==> config.mk <==
export PLATFORM = sky130hd
export DESIGN_NAME = cnt_window_gen
export DESIGN_NICKNAME = d
export VERILOG_FILES = /design/src/rtl/cnt_window_gen.sv
export SDC_FILE = /design/constraint.sdc
export NUM_CORES = 1
export LEC_CHECK = 0
export ABC_AREA = 1
export BUFFER_PORTS_ARGS = -buffer_cell sky130_fd_sc_hd__buf_2
export CORE_MARGIN = 10
export CORE_UTILIZATION = 30
export CTS_CLUSTER_SIZE = 24
export DETAILED_ROUTE_END_ITERATION = 10
export HOLD_SLACK_MARGIN = 0.03
export SLEW_MARGIN = 20
export SYNTH_ARGS = -nofsm -noshare
export SYNTH_HDL_FRONTEND = slang
export SYNTH_SLANG_ARGS = --single-unit
export TNS_END_PERCENT = 5
==> constraint.sdc <==
create_clock -name clk -period 3.3 [get_ports clk]
set_input_delay 0.165 -clock clk [delete_from_list [all_inputs] [get_ports clk]]
set_output_delay 0.165 -clock clk [all_outputs]
set_load 0.01 [all_outputs]
==> src/rtl/cnt_window_gen.sv <==
// Free-running counter with a programmable period that drives CH registered window comparators.
// Define CNT_WIN_SYNC_UPDATE_EN to double-buffer window writes so new bounds take effect only at period wrap.
module cnt_window_gen #(
  parameter int WIDTH = 8,
  parameter int CH    = 2,
  localparam int CW   = (CH > 1) ? $clog2(CH) : 1
) (
  input  logic             clk,
  input  logic             rst,
  input  logic             en,
  input  logic [WIDTH-1:0] period,
  input  logic             cfg_we,
  input  logic [CW-1:0]    cfg_ch,
  input  logic [WIDTH-1:0] cfg_start,
  input  logic [WIDTH-1:0] cfg_end,
  output logic [WIDTH-1:0] cnt,
  output logic [CH-1:0]    out,
  output logic             wrap
);

  logic [WIDTH-1:0] r_cnt;
  logic [WIDTH-1:0] r_pact;
  logic [CH-1:0]    r_out;
  logic             r_wrap;
  logic             w_wrap;
  logic [CH-1:0]    w_hit;

  assign w_wrap = en && (r_cnt == r_pact);

  always_ff @(posedge clk or posedge rst) begin
    if (rst) begin
      r_cnt  <= '0;
      r_pact <= '1;
      r_out  <= '0;
      r_wrap <= 1'b0;
    end else begin
      r_wrap <= w_wrap;
      if (en) begin
        r_out <= w_hit;
        r_cnt <= w_wrap ? '0 : r_cnt + 1'b1;
      end
      // The period input is sampled only at wrap, so the running period always completes.
      if (w_wrap) r_pact <= period;
    end
  end

  for (genvar gi = 0; gi < CH; gi++) begin : g_ch
    logic [WIDTH-1:0] r_start;
    logic [WIDTH-1:0] r_end;
    logic             w_sel;

    // Out-of-range channel numbers match no generated channel and are dropped.
    assign w_sel     = cfg_we && (cfg_ch == CW'(gi));
    assign w_hit[gi] = (r_start <= r_cnt) && (r_cnt <= r_end);

`ifdef CNT_WIN_SYNC_UPDATE_EN
    logic [WIDTH-1:0] r_sh_start;
    logic [WIDTH-1:0] r_sh_end;
    logic             r_pend;

    always_ff @(posedge clk or posedge rst) begin
      if (rst) begin
        r_start    <= WIDTH'(1);
        r_end      <= '0;
        r_sh_start <= WIDTH'(1);
        r_sh_end   <= '0;
        r_pend     <= 1'b0;
      end else begin
        if (w_sel) begin
          r_sh_start <= cfg_start;
          r_sh_end   <= cfg_end;
        end
        if (w_wrap) begin
          r_pend <= 1'b0;
          // A write landing on the wrap edge bypasses the shadow copy.
          if (w_sel) begin
            r_start <= cfg_start;
            r_end   <= cfg_end;
          end else if (r_pend) begin
            r_start <= r_sh_start;
            r_end   <= r_sh_end;
          end
        end else if (w_sel) begin
          r_pend <= 1'b1;
        end
      end
    end
`else
    always_ff @(posedge clk or posedge rst) begin
      if (rst) begin
        r_start <= WIDTH'(1);
        r_end   <= '0;
      end else if (w_sel) begin
        r_start <= cfg_start;
        r_end   <= cfg_end;
      end
    end
`endif
  end

  assign cnt  = r_cnt;
  assign out  = r_out;
  assign wrap = r_wrap;

endmodule

==> impl_table.tex, run 1 <==
\begin{tabular}{lr}
\hline
Metric & Value \\
\hline
\multicolumn{2}{l}{\textbf{Clocking}} \\
Clock root buffer & sky130\_fd\_sc\_hd\_\_clkbuf\_8 \\
Cts bufs inserted & 5 \\
Post-CTS Hold Buffers & 0 \\
H-Tree Level Count & 2 \\
Clk sinks & 51 \\
Clock latency reported for the late side of the worst-skew pair & 0.30 ns \\
Number of buffers on the longest clock path & 2 \\
Post-cts resize count & 0 \\
TritonCTS clock tree & done \\
Clock slew at reported path FFs & approximately 0.09 ns \\
Post-CTS setup buffer count & 0 \\
\multicolumn{2}{l}{\textbf{Cells and area}} \\
Final standard cell area without fillers & between 3000 and 4000 sq um \\
Most common library cell in the layout ignoring fill and taps & sky130\_fd\_sc\_hd\_\_nand2\_1 \\
Net total in the final layout & 488 \\
Layout overhead on the synthesized area & 14.02\% \\
Non-filler cells in the finished layout & 560 \\
Fraction of final layout cells sized beyond drive strength 1 & 0.1686 \\
Most frequent cells in the layout & sky130\_fd\_sc\_hd\_\_nand2\_1 (126), sky130\_fd\_sc\_hd\_\_inv\_1 (51), sky130\_fd\_sc\_hd\_\_dfrtp\_1 (41), sky130\_fd\_sc\_hd\_\_buf\_2 (39), sky130\_fd\_sc\_hd\_\_o21ai\_0 (34) \\
Antenna diode count & 0 \\
\multicolumn{2}{l}{\textbf{Route}} \\
Count of routing violations after the opening detailed-route iteration & 154 \\
Routed via count divided by cell count & 4.518 \\
Sum of routed wire length over all layers & 7296 um \\
First-pass DRT Iterations & 4 \\
Average wire length per cell after detail routing & roughly 13 um \\
Vias after detailed routing & roughly 2500 \\
DRC errors left & 0 \\
Number of antenna-violating nets in the routed design & 0 \\
\multicolumn{2}{l}{\textbf{Min path}} \\
Path class of the lowest-slack min-delay path & in -> async \\
\multicolumn{2}{l}{\textbf{Die}} \\
IO Pins & 40 \\
Floorplan Core Area & 9864 sq um \\
Die Area & about 15000 sq um \\
Overall die height & about 120 um \\
Std cell rows & 36 \\
Chip width & 121 um \\
Starting utilization of the core area & 0.3102 \\
\multicolumn{2}{l}{\textbf{Placed design}} \\
Buffers on Ports & 39 \\
Instance area after placement & 3377 sq um \\
Placed Cells incl. Taps & 552 \\
Final estimated routing congestion in global placement & 0.8346 \\
Sum of net half-perimeters after detailed placement & between 5000 and 6000 um \\
\multicolumn{2}{l}{\textbf{Synth}} \\
Warnings, synthesis & 0 \\
Cell area after synthesis & 3060 sq um \\
Mean cell area of the mapped netlist & 7.888 sq um \\
Nets in the synthesized netlist & 450 \\
Register bit total from synthesis & 51 \\
Number of library cell types mapped by synthesis & 28 \\
Post-synthesis instance total & 388 \\
Portion of the post-synthesis area used by sequential elements & 0.4211 \\
\multicolumn{2}{l}{\textbf{Setup path}} \\
Largest driver fanout on the critical path & 13 \\
CP Data Arrival Time & 1.97 ns \\
Category of the worst setup path launch point & flip-flop \\
Kind of critical path & reg -> reg \\
Setup slack, reg-to-reg & 1.58 ns \\
FF-to-FF Start & cnt[4] \\
Depth of the worst register-to-register path & 8 \\
Element type at the critical path end & flip-flop \\
Worst Path Required & approximately 3.5 ns \\
Capture instance of the worst register-to-register path & r\_pact[7] \\
\multicolumn{2}{l}{\textbf{Global routing}} \\
Maximum number of pins on one net before global-route repair & 52 \\
Aggregate global-route resource usage & 0.1044 \\
Fraction of met2 tracks used by global routing & 0.1599 \\
Total gr overflow & 0 \\
Via count of the first global-routing pass & 2648 \\
Met3 track demand over resource in global routing & 0.02280 \\
Most Crowded Layer GR & met2 \\
Number of antenna violations at the first check in global routing & 0 \\
Met1 global-route usage & 0.1480 \\
Global-route wire length before repair & 12790 um \\
\multicolumn{2}{l}{\textbf{Job}} \\
Number of maximum-capacitance violations & 0 \\
\multicolumn{2}{l}{\textbf{STA}} \\
Smallest hold slack & 0.008770 ns \\
Clock skew after layout & 0.006691 ns \\
Slew Viols, Final & 0 \\
Period utilisation layout & 0.5225 \\
Setup Viol. Count Final & 0 \\
Setup TNS & 0 ns \\
Max transition margin & 0.3592 \\
F\_max & roughly 580 MHz \\
Time the final worst path needs with I/O delays and setup & 1.724 ns \\
Unrepaired setup endpoints after global routing & false \\
Final hold viol count & 0 \\
Worst-margin pin slew & 0.9589 ns \\
\multicolumn{2}{l}{\textbf{Power and ir drop}} \\
Cell area power density & 734.8 nW/um\^{}2 \\
Maximum vdd drop & 0.0002421 V \\
Pleak & 1.870 nW \\
Total power draw & around 0.0026 W \\
\multicolumn{2}{l}{\textbf{Run status}} \\
Status & finished, final reports clean \\
\hline
\end{tabular}
==> sequential cells by signal, summed over array words and instances (netlist names) <==
register / count
g_ch.r_start: 16
out: 2
cnt: 8
g_ch.r_end: 16
wrap: 1
r_pact: 8
==> kinds of logic (layout without fill, tap and decap cells) <==
kind of cell,Yosys count,after routing,synth area share
AO/OA/AOI/OAI,49,49,0.08340
buffers and inverters,67,106,0.08872
adder cells (fa/ha/maj),33,33,0.1349
flip-flops,51,51,0.4211
AND/OR/NAND/NOR,180,180,0.2428
XOR/XNOR,8,8,0.02903
==> how the worst max path moves through the flow <==
stage	slack, ns	cells after the start	from	to
after floorplan	1.82	9	cnt[6]	out[0]
after global placement	1.59	7	cnt[0]	r_pact[6]
after detailed placement	1.59	8	cnt[3]	r_pact[6]
after CTS	1.55	8	cnt[3]	r_pact[6]
after global routing	1.34	8	cnt[4]	r_pact[6]
final	1.58	8	cnt[4]	r_pact[7]
==> critical path, stage by stage, from the launching register on <==
cell and delay [ns]:
sky130_fd_sc_hd__dfrtp_1 0.52, sky130_fd_sc_hd__inv_2 0.18, sky130_fd_sc_hd__nor2_2 0.07, sky130_fd_sc_hd__nor2_4 0.07
sky130_fd_sc_hd__nand2_1 0.05, sky130_fd_sc_hd__nand3b_1 0.16, sky130_fd_sc_hd__nor2_2 0.42, sky130_fd_sc_hd__nand2_1 0.11
sky130_fd_sc_hd__nand2_1 0.09
==> area by class of cell <==
class,count,area [sq um]
clock buffer,6,72.57
clock inverter,2,38.79
fill,1054,6375
inverter,59,227.7
multi-input combinational,270,1500
sequential,51,1289
tap,133,166.4
timing repair buffer,39,195.2
==> Yosys cell counts, drive strengths merged <==
| cell type | instances | area share |
|---|---|---|
| nand3b | 1 | 0.0025 |
| nand2 | 128 | 0.16 |
| and2 | 1 | 0.0020 |
| or2 | 1 | 0.0029 |
| nor3 | 3 | 0.0049 |
| xnor2 | 3 | 0.015 |
| xor2 | 5 | 0.014 |
| inv | 59 | 0.074 |
| buf | 3 | 0.0086 |
| nand4 | 5 | 0.010 |
| nand3 | 14 | 0.025 |
| dfstp | 10 | 0.086 |
| o21ai | 34 | 0.056 |
| nor2 | 27 | 0.037 |
| ha | 33 | 0.13 |
| o21a | 2 | 0.0049 |
| clkbuf | 5 | 0.0061 |
| dfrtp | 41 | 0.34 |
| a21oi | 11 | 0.018 |
| a21o | 2 | 0.0049 |
==> metrics by stage <==
step	util	setup slack (ns)
floorplan	-	1.819
global placement	0.3423	1.586
detailed placement	0.3423	1.588
CTS	0.3536	1.551
global route	0.3538	1.343
finish	0.3538	1.576
==> where the power goes <==
| group | switching, W | leakage [nW] | internal, W | total, W |
|---|---|---|---|---|
| combinational | 0.000650 | 1.20 | 0.000450 | 0.00110 |
| sequential | 0.000208 | 0.615 | 0.000812 | 0.00102 |
| clock | 0.000214 | 0.0558 | 0.000230 | 0.000443 |
| total | 0.00107 | 1.87 | 0.00149 | 0.00256 |
==> per-layer routing <==
metal / share of wire / vias up
met5: 0 / -
met4: 0.0047 / 0
li1: - / 1297
met1: 0.52 / 1184
met3: 0.052 / 2
met2: 0.43 / 47
No activity file was read; power rests on OpenSTA's default activity.
==> run 2, diff against run 1 <==
--- a/config.mk
+++ b/config.mk
@@ -5,7 +5,7 @@
 export SDC_FILE = /design/constraint.sdc
 export NUM_CORES = 1
 export LEC_CHECK = 0
-export ABC_AREA = 1
+export ABC_AREA = 0
 export BUFFER_PORTS_ARGS = -buffer_cell sky130_fd_sc_hd__buf_2
 export CORE_MARGIN = 10
 export CORE_UTILIZATION = 30
==> constraint.sdc (replaced) <==
create_clock -name clk -period 1.8 [get_ports clk]
set_input_delay 0.09 -clock clk [delete_from_list [all_inputs] [get_ports clk]]
set_output_delay 0.09 -clock clk [all_outputs]
set_load 0.01 [all_outputs]
==> impl_table.tex, run 2 <==
\begin{tabular}{lr}
\hline
Metric & Value \\
\hline
\multicolumn{2}{l}{\textbf{Route}} \\
First-pass DRT Iterations & 4 \\
Number of antenna-violating nets in the routed design & 0 \\
Count of routing violations after the opening detailed-route iteration & 60 \\
Routed via count divided by cell count & slightly below 5 \\
DRC errors left & 0 \\
Sum of routed wire length over all layers & approximately 6400 um \\
Vias after detailed routing & 2012 \\
Average wire length per cell after detail routing & 15.55 um \\
\multicolumn{2}{l}{\textbf{Cells and area}} \\
Antenna diode count & 0 \\
Count of fill cells added during filler insertion & 918 \\
Footprint of the multi-input gates & $\sim$1400 sq um \\
Most frequent cells in the layout & sky130\_fd\_sc\_hd\_\_dfrtp\_1 (40), sky130\_fd\_sc\_hd\_\_buf\_2 (39), sky130\_fd\_sc\_hd\_\_mux2\_2 (38), sky130\_fd\_sc\_hd\_\_ha\_1 (33), sky130\_fd\_sc\_hd\_\_inv\_1 (24) \\
End-of-flow core utilization & 0.3771 \\
Layout overhead on the synthesized area & 23.04\% \\
Net total in the final layout & 364 \\
Sequential cell area & 1290 sq um \\
Leading registers by flop count & g\_ch.r\_end (16), g\_ch.r\_start (16) \\
Most common library cell in the layout ignoring fill and taps & sky130\_fd\_sc\_hd\_\_dfrtp\_1 \\
Fraction of final layout cells sized beyond drive strength 1 & 0.3630 \\
\multicolumn{2}{l}{\textbf{Clocking}} \\
TritonCTS clock tree & done \\
Clock latency reported for the late side of the worst-skew pair & roughly 0.30 ns \\
H-Tree Level Count & 2 \\
Clk sinks & 51 \\
Cts bufs inserted & 5 \\
Clock root buffer & sky130\_fd\_sc\_hd\_\_clkbuf\_8 \\
Clock slew at reported path FFs & 0.10 ns \\
Post-CTS setup buffer count & 0 \\
Number of buffers on the longest clock path & 2 \\
\multicolumn{2}{l}{\textbf{Synth}} \\
Mean cell area of the mapped netlist & 11.79 sq um \\
Share of synthesized flip-flops with an asynchronous set or reset & 1.000 \\
Number of enable flip-flop cells after synthesis & 0 \\
Ranking of synthesized cells by area & sky130\_fd\_sc\_hd\_\_dfrtp\_1 (36\%), sky130\_fd\_sc\_hd\_\_mux2\_2 (15\%), sky130\_fd\_sc\_hd\_\_ha\_1 (15\%), sky130\_fd\_sc\_hd\_\_dfstp\_2 (9.3\%), sky130\_fd\_sc\_hd\_\_xnor2\_1 (4.3\%) \\
Post-synthesis instance total & $\sim$240 \\
Cell taking the most area after synthesis & sky130\_fd\_sc\_hd\_\_dfrtp\_1 \\
Portion of the post-synthesis area used by sequential elements & 0.4572 \\
Share of the synthesized area in the top cell type & 0.3640 \\
Register bit total from synthesis & 51 \\
Most common library cells after synthesis & sky130\_fd\_sc\_hd\_\_dfrtp\_1 (41), sky130\_fd\_sc\_hd\_\_mux2\_2 (38), sky130\_fd\_sc\_hd\_\_ha\_1 (33) \\
Main flop type after synthesis & sky130\_fd\_sc\_hd\_\_dfrtp\_1 \\
Cell with the most instances after synthesis & sky130\_fd\_sc\_hd\_\_dfrtp\_1 \\
Number of library cell types mapped by synthesis & 30 \\
Warnings, synthesis & 0 \\
Nets in the synthesized netlist & between 300 and 400 \\
Cell area after synthesis & approximately 2800 sq um \\
\multicolumn{2}{l}{\textbf{Power and ir drop}} \\
Sequential share of power & 0.382 \\
Pleak & 1.616 nW \\
Clock share of power & 0.225 \\
Cell area power density & around 1200 nW/um\^{}2 \\
Switching part of the total power & 0.3508 \\
Maximum vdd drop & 0.0004575 V \\
Net switching power figure & 0.001446 W \\
Internal power & between 0.002 and 0.003 W \\
Portion of total power attributed to combinational logic & 0.393 \\
\multicolumn{2}{l}{\textbf{Die}} \\
Std cell rows & 35 \\
Starting utilization of the core area & 0.3065 \\
Overall die height & between 100 and 150 um \\
Chip width & 116.9 um \\
IO Pins & 40 \\
Die Area & around 14000 sq um \\
Floorplan Core Area & 9196 sq um \\
\multicolumn{2}{l}{\textbf{Placed design}} \\
Buffers on Ports & 39 \\
Sum of net half-perimeters after detailed placement & 5128 um \\
Final estimated routing congestion in global placement & about 0.8 \\
\multicolumn{2}{l}{\textbf{Min path}} \\
Critical hold path startpoint & cfg\_end[1] \\
Path class of the lowest-slack min-delay path & in -> reg \\
Cell depth of the worst hold path & 2 \\
Sink of the worst hold path & g\_ch[0].r\_end[1] \\
\multicolumn{2}{l}{\textbf{STA}} \\
Time the final worst path needs with I/O delays and setup & 1.697 ns \\
Final hold viol count & 0 \\
Slew Viols, Final & 0 \\
Max transition margin & 0.7418 \\
F\_max & 589.2 MHz \\
Worst-margin pin slew & just under 0.4 ns \\
Setup TNS & 0 ns \\
Period utilisation layout & 0.9429 \\
Setup Viol. Count Final & 0 \\
Clock skew after layout & 0.01117 ns \\
Unrepaired setup endpoints after global routing & false \\
\multicolumn{2}{l}{\textbf{Setup path}} \\
Worst Path Required & 2.02 ns \\
Kind of critical path & reg -> reg \\
Setup slack, reg-to-reg & just over 0.1 ns \\
Largest driver fanout on the critical path & 4 \\
Element type at the critical path end & flip-flop \\
Depth of the worst register-to-register path & 7 \\
CP Data Arrival Time & 1.92 ns \\
FF-to-FF Start & cnt[1] \\
Category of the worst setup path launch point & flip-flop \\
Capture instance of the worst register-to-register path & out[0] \\
\multicolumn{2}{l}{\textbf{Run status}} \\
Status & finished, final reports clean \\
\multicolumn{2}{l}{\textbf{Job}} \\
Number of maximum-capacitance violations & 0 \\
\multicolumn{2}{l}{\textbf{Global routing}} \\
Aggregate global-route resource usage & 0.09970 \\
Number of antenna violations at the first check in global routing & 0 \\
Maximum number of pins on one net before global-route repair & 20 \\
Via count of the first global-routing pass & 2167 \\
Global-route wire length before repair & 10680 um \\
Total gr overflow & 0 \\
\hline
\end{tabular}
==> run 2: cell families after synthesis <==
logic type | after synthesis | synth area share
AO/OA/AOI/OAI | 30 | 0.06125
multiplexers | 40 | 0.1625
buffers and inverters | 30 | 0.04350
flip-flops | 51 | 0.4572
XOR/XNOR | 14 | 0.04350
adder cells (fa/ha/maj) | 33 | 0.1465
AND/OR/NAND/NOR | 41 | 0.08566
==> run 2: worst max-delay path by stage <==
stage / from / to / slack (ns) / depth (start not counted)
final: cnt[1] / out[0] / 0.10 / 7
after global routing: cnt[6] / out[0] / 0.002 / 6
after CTS: cnt[1] / out[0] / 0.10 / 7
after detailed placement: cnt[1] / out[0] / 0.12 / 7
after global placement: cnt[1] / out[0] / 0.14 / 7
after floorplan: cnt[1] / r_pact[0] / 0.14 / 5
==> run 2: critical path: stages, from the launching register on <==
cell	delay (ns)
sky130_fd_sc_hd__dfrtp_1	0.45
sky130_fd_sc_hd__buf_4	0.18
sky130_fd_sc_hd__ha_1	0.30
sky130_fd_sc_hd__nand4b_1	0.10
sky130_fd_sc_hd__a31oi_1	0.08
sky130_fd_sc_hd__a211oi_1	0.27
sky130_fd_sc_hd__o22ai_1	0.13
sky130_fd_sc_hd__a21oi_1	0.12
==> run 2: final cells by class <==
type,count,share of cell area
timing repair buffer,61,0.1169
sequential,51,0.3719
multi-input combinational,158,0.4058
inverter,25,0.02706
clock inverter,2,0.01732
tap,111,0.04004
clock buffer,6,0.02092
==> run 2: repair_timing <==
action	in CTS	in global routing
setup endpoints to repair	0	1
gates resized for setup	0	1
hold buffers	12	1
hold endpoints to repair	27	2
==> run 2: routing by layer <==
layer | vias up | part of all wire | GRT usage
met5 | - | 0 | 0
met4 | 0 | 0.010 | 0.03048
met3 | 4 | 0.049 | 0.02854
met2 | 37 | 0.48 | 0.1669
met1 | 999 | 0.46 | 0.1212
li1 | 972 | - | -
==> run 2: power by group through the flow <==
stage	sequential, W	combinational (W)	clock (W)
6_report	0.00158	0.00162	0.000929
2_1_floorplan	0.00160	0.00104	0
3_5_place_dp	0.00160	0.00160	0
5_1_grt	0.00160	0.00184	0.00100
4_1_cts	0.00158	0.00163	0.000952
3_3_place_gp	0.00159	0.00154	0
==> run 2: through the flow <==
step | hold slack, ns | area (sq um) | total power [W] | setup slack (ns) | instances
finish | 0.03335 | 3468 | 0.004122 | 0.1027 | 414
detailed placement | 0.09955 | 3204 | 0.003200 | 0.1214 | 393
CTS | 0.03080 | 3457 | 0.004162 | 0.1046 | 413
global placement | 0.09633 | 3204 | 0.003135 | 0.1422 | 393
floorplan | 0.2373 | 2819 | 0.002638 | 0.1417 | 239
global route | 0.03092 | 3468 | 0.004450 | 0.001818 | 414
==> run 3, diff against run 2 <==
--- a/config.mk
+++ b/config.mk
@@ -6,11 +6,11 @@
 export NUM_CORES = 1
 export LEC_CHECK = 0
 export ABC_AREA = 0
-export BUFFER_PORTS_ARGS = -buffer_cell sky130_fd_sc_hd__buf_2
 export CORE_MARGIN = 10
 export CORE_UTILIZATION = 30
 export CTS_CLUSTER_SIZE = 24
 export DETAILED_ROUTE_END_ITERATION = 10
+export DONT_BUFFER_PORTS = 1
 export HOLD_SLACK_MARGIN = 0.03
 export SLEW_MARGIN = 20
 export SYNTH_ARGS = -nofsm -noshare
==> impl_table.tex, run 3 (synthesis results as in run 2) <==
\begin{tabular}{lr}
\hline
Metric & Value \\
\hline
\multicolumn{2}{l}{\textbf{Run status}} \\
Status & finished, final reports clean \\
\multicolumn{2}{l}{\textbf{STA}} \\
Max transition margin & 0.7083 \\
Worst-margin pin slew & between 0.4 and 0.5 ns \\
Time the final worst path needs with I/O delays and setup & 1.685 ns \\
Unrepaired setup endpoints after global routing & false \\
Period utilisation layout & 0.9362 \\
Worst path setup slack after routing & 0.1149 ns \\
Final hold viol count & 0 \\
Setup TNS & 0 ns \\
Setup Viol. Count Final & 0 \\
F\_max & 593.4 MHz \\
Slew Viols, Final & 0 \\
Clock skew after layout & roughly 0.0097 ns \\
\multicolumn{2}{l}{\textbf{Global routing}} \\
Met1 global-route usage & 0.1164 \\
Global-route wire length before repair & 10380 um \\
Total gr overflow & 0 \\
Number of antenna violations at the first check in global routing & 0 \\
Most Crowded Layer GR & met2 \\
Met3 track demand over resource in global routing & 0.03160 \\
Maximum number of pins on one net before global-route repair & 21 \\
Aggregate global-route resource usage & 0.09653 \\
Fraction of met2 tracks used by global routing & 0.1612 \\
Via count of the first global-routing pass & about 2100 \\
\multicolumn{2}{l}{\textbf{Job}} \\
Number of maximum-capacitance violations & 0 \\
\multicolumn{2}{l}{\textbf{Die}} \\
Starting utilization of the core area & 0.3065 \\
Std cell rows & 35 \\
Chip width & 116.9 um \\
IO Pins & 40 \\
Overall die height & 116.9 um \\
Die Area & $\sim$14000 sq um \\
Floorplan Core Area & 9196 sq um \\
\multicolumn{2}{l}{\textbf{Placed design}} \\
Final estimated routing congestion in global placement & 0.7777 \\
Instance area after placement & 3034 sq um \\
Buffers on Ports & 0 \\
Pre-CTS worst setup slack & 0.06338 ns \\
Sum of net half-perimeters after detailed placement & 4806 um \\
\multicolumn{2}{l}{\textbf{Clocking}} \\
Clk sinks & 51 \\
Clock latency reported for the late side of the worst-skew pair & 0.30 ns \\
TritonCTS clock tree & done \\
H-Tree Level Count & 2 \\
Clock slew at reported path FFs & 0.09 ns \\
Number of buffers on the longest clock path & 2 \\
Cts bufs inserted & 5 \\
Clock root buffer & sky130\_fd\_sc\_hd\_\_clkbuf\_8 \\
\multicolumn{2}{l}{\textbf{Setup path}} \\
Worst setup path endpoint & out[0] \\
Category of the worst setup path launch point & flip-flop \\
CP Data Arrival Time & 1.91 ns \\
FF-to-FF Start & cnt[5] \\
Setup slack, reg-to-reg & 0.11 ns \\
Worst setup path start & cnt[5] \\
Worst Path Required & 2.03 ns \\
Kind of critical path & reg -> reg \\
Capture instance of the worst register-to-register path & out[0] \\
Depth of the worst register-to-register path & 6 \\
Largest driver fanout on the critical path & 7 \\
Element type at the critical path end & flip-flop \\
\multicolumn{2}{l}{\textbf{Power and ir drop}} \\
Internal power & 0.002383 W \\
Clock share of power & 0.170 \\
Cell area power density & 1119 nW/um\^{}2 \\
Net switching power figure & 0.001413 W \\
Switching part of the total power & 0.3722 \\
Pleak & 1.506 nW \\
Portion of total power attributed to combinational logic & 0.393 \\
Maximum vdd drop & 0.0004125 V \\
Sequential share of power & 0.437 \\
\multicolumn{2}{l}{\textbf{Route}} \\
Number of antenna-violating nets in the routed design & 0 \\
Count of routing violations after the opening detailed-route iteration & between 70 and 80 \\
Average wire length per cell after detail routing & 15.59 um \\
Sum of routed wire length over all layers & about 6100 um \\
Routed via count divided by cell count & between 4 and 5 \\
DRC errors left & 0 \\
Vias after detailed routing & 1884 \\
First-pass DRT Iterations & 4 \\
\multicolumn{2}{l}{\textbf{Cells and area}} \\
Footprint of the multi-input gates & 1413 sq um \\
Net total in the final layout & around 340 \\
Most common library cell in the layout ignoring fill and taps & sky130\_fd\_sc\_hd\_\_mux2\_2 \\
Count of fill cells added during filler insertion & 895 \\
Sequential cell area & 1296 sq um \\
Antenna diode count & 0 \\
Layout overhead on the synthesized area & 20.28\% \\
Fraction of final layout cells sized beyond drive strength 1 & 0.2872 \\
End-of-flow core utilization & 0.3687 \\
Most frequent cells in the layout & sky130\_fd\_sc\_hd\_\_mux2\_2 (38), sky130\_fd\_sc\_hd\_\_dfrtp\_1 (35), sky130\_fd\_sc\_hd\_\_ha\_1 (33), sky130\_fd\_sc\_hd\_\_dlygate4sd3\_1 (26), sky130\_fd\_sc\_hd\_\_inv\_1 (24) \\
Final standard cell area without fillers & 3391 sq um \\
Leading registers by flop count & g\_ch.r\_end (16), g\_ch.r\_start (16) \\
\multicolumn{2}{l}{\textbf{Min path}} \\
Path class of the lowest-slack min-delay path & in -> reg \\
Critical hold path startpoint & en \\
\hline
\end{tabular}
[run 3: cell count changes in the layout (fill, tap and decap cells not counted), moves of 2 or more]
cell	delta
sky130_fd_sc_hd__buf_2	-39
sky130_fd_sc_hd__dlygate4sd3_1	+13
sky130_fd_sc_hd__buf_4	+6
sky130_fd_sc_hd__dfrtp_1	-5
sky130_fd_sc_hd__dfrtp_2	+5
sky130_fd_sc_hd__bufinv_16	-2
[run 3: routing by layer]
layer  up-vias  wire, um
met3         8       383
met4         0        67
met1       909      2786
met5         -         0
li1        935         -
met2        32      2890
[run 3: power by group through the flow]
stage                     registers, W  clock network (W)  logic [W]
after global routing           0.00170           0.000717    0.00174
after floorplan                0.00160                  0    0.00104
final                          0.00166           0.000646    0.00149
after CTS                      0.00165           0.000670    0.00150
after global placement         0.00166                  0    0.00141
after detailed placement       0.00167                  0    0.00143
[run 3: per-stage QoR]
stage	hold WS, ns	power (W)	std cells
after floorplan	0.2373	0.002638	239
after global placement	-0.004827	0.003068	359
after detailed placement	-0.001584	0.003104	359
after CTS	0.04947	0.003819	393
after global routing	0.07096	0.004158	393
final	0.05579	0.003795	393
[run 3: how the worst min path moves through the flow]
stage	slack, ns	to	cells after the start
2_1_floorplan	0.24	r_pact[0]	1
3_3_place_gp	-0.005	g_ch[1].r_start[6]	1
3_5_place_dp	-0.002	g_ch[1].r_start[6]	1
4_1_cts	0.05	out[0]	3
5_1_grt	0.07	cnt[3]	3
6_report	0.06	cnt[3]	3
[run 3: final cells by class]
| type | instances | share of cell area |
|---|---|---|
| well taps | 111 | 0.04096 |
| multi-input cells | 158 | 0.4166 |
| repair buffers | 40 | 0.1077 |
| flip-flops and latches | 51 | 0.3823 |
| inverters | 25 | 0.02768 |
| clock buffers | 7 | 0.02251 |
| clock inverters | 1 | 0.002214 |
[run 3: timing repair]
item / 4_1_cts / 5_1_grt
buffers inserted: 0 / 0
hold endpoints to repair: 64 / 0
gates resized for setup: 0 / 7
setup endpoints to repair: 0 / 6
hold buffers: 26 / 0
[run 3: critical path: stages, from the launching register on]
cell and delay (ns):
sky130_fd_sc_hd__dfrtp_1 0.53, sky130_fd_sc_hd__inv_1 0.16, sky130_fd_sc_hd__ha_1 0.34, sky130_fd_sc_hd__a21oi_1 0.17, sky130_fd_sc_hd__o21ai_0 0.10, sky130_fd_sc_hd__o22a_1 0.18, sky130_fd_sc_hd__a21oi_1 0.13
